$ cat config.mk
export PLATFORM = sky130hd
export DESIGN_NAME = muldiv_unit
export DESIGN_NICKNAME = d
export VERILOG_FILES = /design/src/rtl/muldiv_pkg.sv /design/src/rtl/muldiv_negate.sv /design/src/rtl/muldiv_unit.sv
export SDC_FILE = /design/constraint.sdc
export NUM_CORES = 1
export LEC_CHECK = 0
export ABC_AREA = 0
export CAP_MARGIN = 10
export CORE_MARGIN = 4
export CORE_UTILIZATION = 58
export CTS_CLUSTER_SIZE = 24
export DETAILED_ROUTE_END_ITERATION = 10
export GPL_ROUTABILITY_DRIVEN = 0
export PLACE_DENSITY = 0.8
export SLEW_MARGIN = 0
export SYNTH_ARGS = -nofsm -noshare
export SYNTH_HDL_FRONTEND = slang
export SYNTH_SLANG_ARGS = --single-unit
$ cat constraint.sdc
create_clock -name clock -period 5.76 [get_ports clock]
set_input_delay 1.152 -clock clock [delete_from_list [all_inputs] [get_ports clock]]
set_output_delay 1.152 -clock clock [all_outputs]
set_load 0.01 [all_outputs]
$ cat src/rtl/muldiv_pkg.sv
// Shared definitions for the multiply/divide unit.
//   - op encodings for MULT/MULTU/DIV/DIVU/MTHI/MTLO
//   - FSM state encoding
//   - iteration counter width helper
package muldiv_pkg;

  localparam logic [2:0] OP_MULT  = 3'b000;
  localparam logic [2:0] OP_MULTU = 3'b001;
  localparam logic [2:0] OP_DIV   = 3'b010;
  localparam logic [2:0] OP_DIVU  = 3'b011;
  localparam logic [2:0] OP_MTHI  = 3'b100;
  localparam logic [2:0] OP_MTLO  = 3'b101;

  typedef enum logic [1:0] {
    ST_IDLE = 2'd0,
    ST_MUL  = 2'd1,
    ST_DIV  = 2'd2,
    ST_FIX  = 2'd3
  } state_t;

  // Counter must hold 0..WIDTH, hence one bit beyond clog2.
  function automatic int cnt_width(input int w);
    return $clog2(w) + 1;
  endfunction

endpackage

$ cat src/rtl/muldiv_negate.sv
// Conditional two's-complement negation.
//   en   : 1 negates din, 0 passes it through
//   din  : WIDTH-bit operand
//   dout : din or -din
module muldiv_negate #(
  parameter int WIDTH = 32
) (
  input  logic             en,
  input  logic [WIDTH-1:0] din,
  output logic [WIDTH-1:0] dout
);

  assign dout = en ? (~din + WIDTH'(1)) : din;

endmodule

$ cat src/rtl/muldiv_unit.sv
// Iterative multiply/divide unit holding the architectural HI/LO registers.
//   clock, resetn : rising-edge clock, asynchronous active-low reset
//   start, op     : launch MULT/MULTU/DIV/DIVU (multi-cycle) or MTHI/MTLO
//   a, b          : rs / rt operands, latched at launch
//   rd_hi, rdata  : combinational MFHI/MFLO read
//   hi, lo        : HI/LO registers
//   busy          : multi-cycle operation in flight
//   done, div0    : one-cycle completion pulse / divide-by-zero pulse
module muldiv_unit
  import muldiv_pkg::*;
#(
  parameter int WIDTH = 32
) (
  input  logic             clock,
  input  logic             resetn,
  input  logic             start,
  input  logic [2:0]       op,
  input  logic [WIDTH-1:0] a,
  input  logic [WIDTH-1:0] b,
  input  logic             rd_hi,
  output logic [WIDTH-1:0] rdata,
  output logic [WIDTH-1:0] hi,
  output logic [WIDTH-1:0] lo,
  output logic             busy,
  output logic             done,
  output logic             div0
);

  localparam int CW = cnt_width(WIDTH);

  state_t             state, state_nx;
  logic [CW-1:0]      cnt;
  logic [2*WIDTH:0]   acc;     // mul: {carry, partial hi, multiplier}; div: {rem, quotient}
  logic [WIDTH-1:0]   opb;     // multiplicand / divisor magnitude
  logic               sgn_q;   // product or quotient sign
  logic               sgn_r;   // remainder sign (dividend sign)
  logic               dz;      // divisor was zero
  logic               is_div;

  logic               sgnd, a_neg, b_neg;
  logic [WIDTH-1:0]   a_mag, b_mag;
  logic [WIDTH:0]     mul_sum;
  logic [2*WIDTH:0]   div_sh;
  logic [WIDTH:0]     div_trial;
  logic [2*WIDTH-1:0] prod_fix;
  logic [WIDTH-1:0]   q_fix, r_fix;

  assign sgnd  = (op == OP_MULT) || (op == OP_DIV);
  assign a_neg = sgnd & a[WIDTH-1];
  assign b_neg = sgnd & b[WIDTH-1];

  muldiv_negate #(.WIDTH(WIDTH)) u_abs_a (.en(a_neg), .din(a), .dout(a_mag));
  muldiv_negate #(.WIDTH(WIDTH)) u_abs_b (.en(b_neg), .din(b), .dout(b_mag));

  // Shift-add: add multiplicand into the upper half when the current multiplier bit is set.
  assign mul_sum = acc[2*WIDTH:WIDTH] + (acc[0] ? {1'b0, opb} : '0);

  // Restoring divide: shift left, trial-subtract divisor from the partial remainder.
  assign div_sh    = {acc[2*WIDTH-1:0], 1'b0};
  assign div_trial = div_sh[2*WIDTH:WIDTH] - {1'b0, opb};

  muldiv_negate #(.WIDTH(2*WIDTH)) u_fix_p (.en(sgn_q), .din(acc[2*WIDTH-1:0]), .dout(prod_fix));
  muldiv_negate #(.WIDTH(WIDTH))   u_fix_q (.en(sgn_q), .din(acc[WIDTH-1:0]),   .dout(q_fix));
  muldiv_negate #(.WIDTH(WIDTH))   u_fix_r (.en(sgn_r), .din(acc[2*WIDTH-1:WIDTH]), .dout(r_fix));

  assign busy  = (state != ST_IDLE);
  assign rdata = rd_hi ? hi : lo;

  always_ff @(posedge clock or negedge resetn) begin
    if (!resetn) state <= ST_IDLE;
    else         state <= state_nx;
  end

  always_comb begin
    state_nx = state;
    case (state)
      ST_IDLE: begin
        if (start) begin
          if (op == OP_MULT || op == OP_MULTU)    state_nx = ST_MUL;
          else if (op == OP_DIV || op == OP_DIVU) state_nx = ST_DIV;
        end
      end
      ST_MUL, ST_DIV: if (cnt == CW'(WIDTH-1)) state_nx = ST_FIX;
      ST_FIX:  state_nx = ST_IDLE;
      default: state_nx = ST_IDLE;
    endcase
  end

  // Architectural and control state
  always_ff @(posedge clock or negedge resetn) begin
    if (!resetn) begin
      cnt  <= '0;
      hi   <= '0;
      lo   <= '0;
      done <= 1'b0;
      div0 <= 1'b0;
    end else begin
      done <= 1'b0;
      div0 <= 1'b0;
      case (state)
        ST_IDLE: begin
          if (start) begin
            if (op == OP_MTHI)      hi  <= a;
            else if (op == OP_MTLO) lo  <= a;
            else                    cnt <= '0;
          end
        end
        ST_MUL, ST_DIV: cnt <= cnt + CW'(1);
        ST_FIX: begin
          if (is_div) begin
            // Divide by zero: remainder fix already restores the raw dividend.
            lo <= dz ? '1 : q_fix;
            hi <= r_fix;
          end else begin
            {hi, lo} <= prod_fix;
          end
          done <= 1'b1;
          div0 <= is_div & dz;
        end
        default: ;
      endcase
    end
  end

  // Iteration datapath
  always_ff @(posedge clock) begin
    case (state)
      ST_IDLE: begin
        if (start) begin
          is_div <= (op == OP_DIV) || (op == OP_DIVU);
          sgn_q  <= a_neg ^ b_neg;
          sgn_r  <= a_neg;
          dz     <= (b == '0);
          if (op == OP_DIV || op == OP_DIVU) begin
            opb <= b_mag;
            acc <= {{(WIDTH+1){1'b0}}, a_mag};
          end else begin
            opb <= a_mag;
            acc <= {{(WIDTH+1){1'b0}}, b_mag};
          end
        end
      end
      ST_MUL: acc <= {1'b0, mul_sum, acc[WIDTH-1:1]};
      ST_DIV: begin
        if (!div_trial[WIDTH]) acc <= {div_trial, div_sh[WIDTH-1:1], 1'b1};
        else                   acc <= div_sh;
      end
      default: ;
    endcase
  end

endmodule

==> results of run 1 <==
## layout by cell type (no fill, tap or decap), drive strengths merged, types with 74 or more instances in the layout
cell,instances
edfxtp,101
ha,76
xor2,83
nand2,143
xnor2,90
nor2,206
a21oi,185
dfrtp,74
inv,74
clkdlybuf4s50,168
o21ai,98
## power by group through the flow
stage	Clock [mW]	Combinational [mW]	Sequential [mW]
global route	1.32	6.89	2.96
detailed placement	0	6.20	2.89
global placement	0	6.05	2.85
finish	1.27	6.39	2.92
floorplan	0	4.20	2.67
CTS	1.26	6.26	2.86
## through the flow
| stage | setup slack (ps) | power [mW] | cells |
|---|---|---|---|
| 2_1_floorplan | 859 | 6.88 | 1773 |
| 3_3_place_gp | 1230 | 8.89 | 2192 |
| 3_5_place_dp | 1070 | 9.09 | 2192 |
| 4_1_cts | 991 | 10.4 | 2224 |
| 5_1_grt | 610 | 11.2 | 2225 |
| 6_report | 887 | 10.6 | 2225 |
## path summary, 6_finish.rpt
check / from / to / depth (start not counted)
hold / removal: hi[14] / hi[14] / 2
max in group asynchronous: resetn / hi[23] / 1
setup reg to reg: acc[31] / acc[63] / 17
min in group asynchronous: resetn / hi[11] / 1
setup / recovery: acc[31] / acc[63] / 17
hold reg to reg: hi[14] / hi[14] / 2
## sequential cells by signal (all words and copies together), names as in the netlist, 2 cells and up
register and flops:
lo 32, acc 65, state 2, opb 32
hi 32, cnt 6
## layout make-up
class | instances | share of cell area, %
well taps | 330 | 2.33
repair buffers | 189 | 10.5
clock buffers | 17 | 2.40
clock inverters | 15 | 1.25
multi-input cells | 1432 | 54.6
flip-flops and latches | 175 | 27.6
inverters | 67 | 1.42
## kinds of logic after synthesis
family | count (synthesis) | share of synthesized area (%)
AOI/OAI and AO/OA | 535 | 22.6
xor gates and xnor gates | 173 | 10.0
adders and majority gates | 78 | 6.54
buffers and inverters | 166 | 4.19
DFF | 175 | 32.2
muxes | 100 | 6.91
and+or+nand+nor | 546 | 17.4
## tightest hold or removal path, stage by stage (launching register included)
cell     delay [ps]
dfrtp_1         360
nand2_1          50
o21ai_0          60
## layer usage
layer  wire length (um)  vias to the layer above  share of wire [%]
met5                  0                        -                  0
met4               2480                        0                4.8
met3               6520                      153                 13
met2              21900                     1055                 43
met1              20300                     7067                 40
li1                   -                     6727                  -
==> out/results.ini, run 1 <==
[synth]
ys_types=82
synthCells=1773
syn_nets=1922
synth-seq-area-share_pct=32.2
synth-edff-count=101
ys_ff_latch=175
async_flop_share_pct=42.3
syn_area_um2=15200
yosysTopAreaCellShare_pct=20.0
synthTopCellsByCount=nor2_1, a21oi_1, nand2_1, edfxtp_1, o21ai_0
synthTopCellsByArea=edfxtp_1, dfrtp_1, ha_1
synth-main-ff-cell=edfxtp_1
postSynthAreaPerCell_um2=8.55
yosysMostFrequentCell=nor2_1
synth_top_cell_by_area=edfxtp_1
yosysWarnings=0

[timing]
maxSlewViolCount=0
fin_crit_sh_pct=84.6
finalSetupViolCount=0
fmax_ghz=0.205
hold_viol_final=0
fin_skew_ps=21.1
setup_tns_ps=0
fin_hold_ws_ps=502
rsz0062_at_grt=no
period_needed_ps=4870
relSlewSlack_pct=19.6
worst_pin_slew_ps=1200

[floorplanning]
initial_core_util_pct=59.5
die_area_um2=28800
die_w_um=170
fp.dieH_um=170
io_pins=170
row_count=58
design.core.area_um2=25500

[status]
outcome=finished, final reports clean

[drt]
num_vias=15002
avgRoutedWirePerCell_um=23.0
ant_nets=0
first_pass_iters=8
drc=0
viasPerCell=6.74
wl_um=51200
first_iter_violations=2031

[layout]
seqCellArea_um2=4880
num-nets-final=2031
fill_cells=1986
finalCoreUtilization_pct=69.6
stdcell_area_um2=17700
syn_to_final_growth_pct=16.9
multi_input_area_um2=9670
diodes=0
drive_gt1_share_pct=7.02

[place]
hpwl_um=39300
portBuffers=169
placed_area_um2=17100

[critical_path]
worstSetupPathType=flop to flop
cp_data_arrival_time_ps=5110
rrSetupSlack_ps=890
path_buf_inv=1
cp_max_fo=16
required_ps=6000
crit_path_max_incr_delay_ps=580
startpoint_type=flop
end_kind=flop
cp_top_family=compound AO/OA/AOI/OAI gates
cpMaxStageDelayCell=ha_1
cp_cell_sequence=inv_1 > ha_1 > fa_1 > nand2b_1 > a21oi_1 > o31a_1 > o2111ai_1 > a41oi_1 > o21ai_0 > a31oi_1 > a21o_1 > a21o_1 > ha_1 > nand2_1 > nor3b_1 > mux2i_1 > o211ai_1

[clocking]
clock_sinks=175
post_cts_buffers=0
cts-root-buf=clkbuf_16
cts.repair.resized=0
numCtsBuffers=17
hold_buffers=0
htreeDepth=4
insertion_delay_ps=460
clk_path_buf_depth=2
cts_tree=yes
path_clk_slew_ps=80

[global_route]
top_usage_layer=met2
grt_pass1_vias=13861
grtUsageMet1_pct=48.7
antenna_found_initial=0
grt_overflow=0
use_met3_pct=8.41
grt_max_degree=75
grtUsageTotal_pct=34.7
grt_pass1_wl_um=79000
met2_usage_pct=51.1

[hold_path]
hp-class=flop to flop

[power]
p_comb_share_pct=60.4
peakVddDrop_uv=439
sequentialPowerShare_pct=27.6
p_sw_mw=5.15
p_per_area_nw_per_um2=597
power.internal_mw=5.43
power.leakage_nw=7.14
sw_frac_of_total_pct=48.7
clkPwrFrac_pct=12.0

[run]
cap_violations=0

No activity file was read; power rests on OpenSTA's default activity.
==> run 2, diff against run 1 <==
- clock period: 5.76 -> 4.7 ns (I/O delays scaled with it)
==> out/results.ini, run 2 (synthesis gave the netlist of run 1 again) <==
[drt]
ant_nets=0
avgRoutedWirePerCell_um=22.7
wl_um=50800
first_iter_violations=2091
viasPerCell=6.71
num_vias=14998
drc=0
first_pass_iters=9

[critical_path]
cp_cell_sequence=inv_1 > ha_1 > fa_1 > nand2b_1 > a21oi_1 > o31a_1 > o2111ai_1 > a41oi_2 > o21ai_0 > a31oi_1 > a21o_1 > a21o_1 > ha_1 > buf_4 > nand2_1 > nor3b_1 > mux2i_1 > o211ai_1
required_ps=4950
cpMaxStageDelayCell=edfxtp_1
cp_top_family=compound AO/OA/AOI/OAI gates
end_kind=flop
crit_path_max_incr_delay_ps=490
cp_data_arrival_time_ps=4610
cp_max_fo=13
startpoint_type=flop
worstSetupPathType=flop to flop
path_buf_inv=2

[floorplanning]
die_area_um2=28800
fp.dieH_um=170
initial_core_util_pct=59.5
design.core.area_um2=25500
row_count=58
io_pins=170
die_w_um=170

[clocking]
cts_tree=yes
numCtsBuffers=17
clk_path_buf_depth=2
insertion_delay_ps=450
htreeDepth=4
path_clk_slew_ps=90
hold_buffers=0
cts-root-buf=clkbuf_16
clock_sinks=175

[global_route]
antenna_found_initial=0
grt_pass1_vias=13837
grt_pass1_wl_um=78200
grt_overflow=0
grt_max_degree=95
grtUsageTotal_pct=34.3

[timing]
worst_slack_ps=346
setup_tns_ps=0
rsz0062_at_grt=no
fin_crit_sh_pct=92.6
relSlewSlack_pct=24.2
period_needed_ps=4350
fin_skew_ps=13.4
hold_viol_final=0
fmax_ghz=0.230
fin_hold_ws_ps=507
worst_pin_slew_ps=1130
maxSlewViolCount=0
finalSetupViolCount=0

[layout]
layout_commonest_cell=nor2_1
layout_common_cells=nor2_1, a21oi_1, clkdlybuf4s50_1
stdcell_area_um2=17800
finalCoreUtilization_pct=69.8
largest_reg_flops=65
diodes=0
num-nets-final=2042
drive_gt1_share_pct=7.61
syn_to_final_growth_pct=17.3
regMostFlops=acc

[power]
peakVddDrop_uv=520
p_per_area_nw_per_um2=730
power.leakage_nw=7.19

[status]
outcome=finished, final reports clean

[place]
portBuffers=169
placed_area_um2=17100
place_ws_ps=459
hpwl_um=38900

[hold_path]
hp-class=flop to flop

[run]
cap_violations=0

run 2: changes by cell type in the layout (fill, tap and decap cells not counted):
cell       change
a41oi_1        -1
a41oi_2        +1
buf_12         -1
buf_4         +12
clkbuf_16      +1
clkinv_4       +1
clkinv_8       -4
inv_12         -3
inv_6          -1
inv_8          +6
run 2: repair_timing:
action	in CTS	in global routing
buffers inserted	0	0
setup endpoints to repair	0	1
resized for setup	0	1
hold endpoints to repair	0	0
run 2: area by class of cell:
class,count,area [um2]
Clock inverter,14,175
Tap cell,330,413
Fill cell,1982,7700
Clock buffer,18,450
Sequential cell,175,4880
Inverter,67,251
Multi-Input combinational cell,1432,9680
Timing Repair Buffer,200,1920
run 2: worst paths after layout:
path                               from       to  slack [ps]  depth (start not counted)
worst max register to register  acc[31]  acc[63]         350                         18
worst min-delay path             hi[17]   hi[17]         510                          1
worst max-delay path            acc[31]  acc[63]         350                         18
max in group asynchronous        resetn   hi[26]        3480                          1
min in group asynchronous        resetn   hi[11]         620                          1
worst min register to register   hi[17]   hi[17]         510                          1
run 2: worst register-to-register path, cell delays in order (launching register included):
cell       delay, ps
edfxtp_1         490
inv_1            150
ha_1             200
fa_1             230
nand2b_1         140
a21oi_1          100
o31a_1           340
o2111ai_1        300
a41oi_2          180
o21ai_0          270
a31oi_1          170
a21o_1           200
a21o_1           170
ha_1             300
buf_4            240
nand2_1          230
nor3b_1          260
mux2i_1          100
o211ai_1         110
run 2: power breakdown:
group	switching, mW	total, mW	internal, mW
clock network	0.776	1.54	0.766
registers	0.941	3.50	2.56
logic	4.54	7.93	3.39
run 2: routing by layer:
metal	vias up	part of all wire (%)	GRT usage [%]
met2	1094	43	51.5
li1	6743	-	-
met4	0	4.6	13.8
met3	153	13	7.59
met1	7008	40	48.1
met5	-	0	0
run 2: per-stage QoR:
step                instances  power [mW]
global placement         2204        11.0
detailed placement       2204        11.2
CTS                      2236        12.7
finish                   2236        13.0
floorplan                1773        8.43
global route             2236        13.7
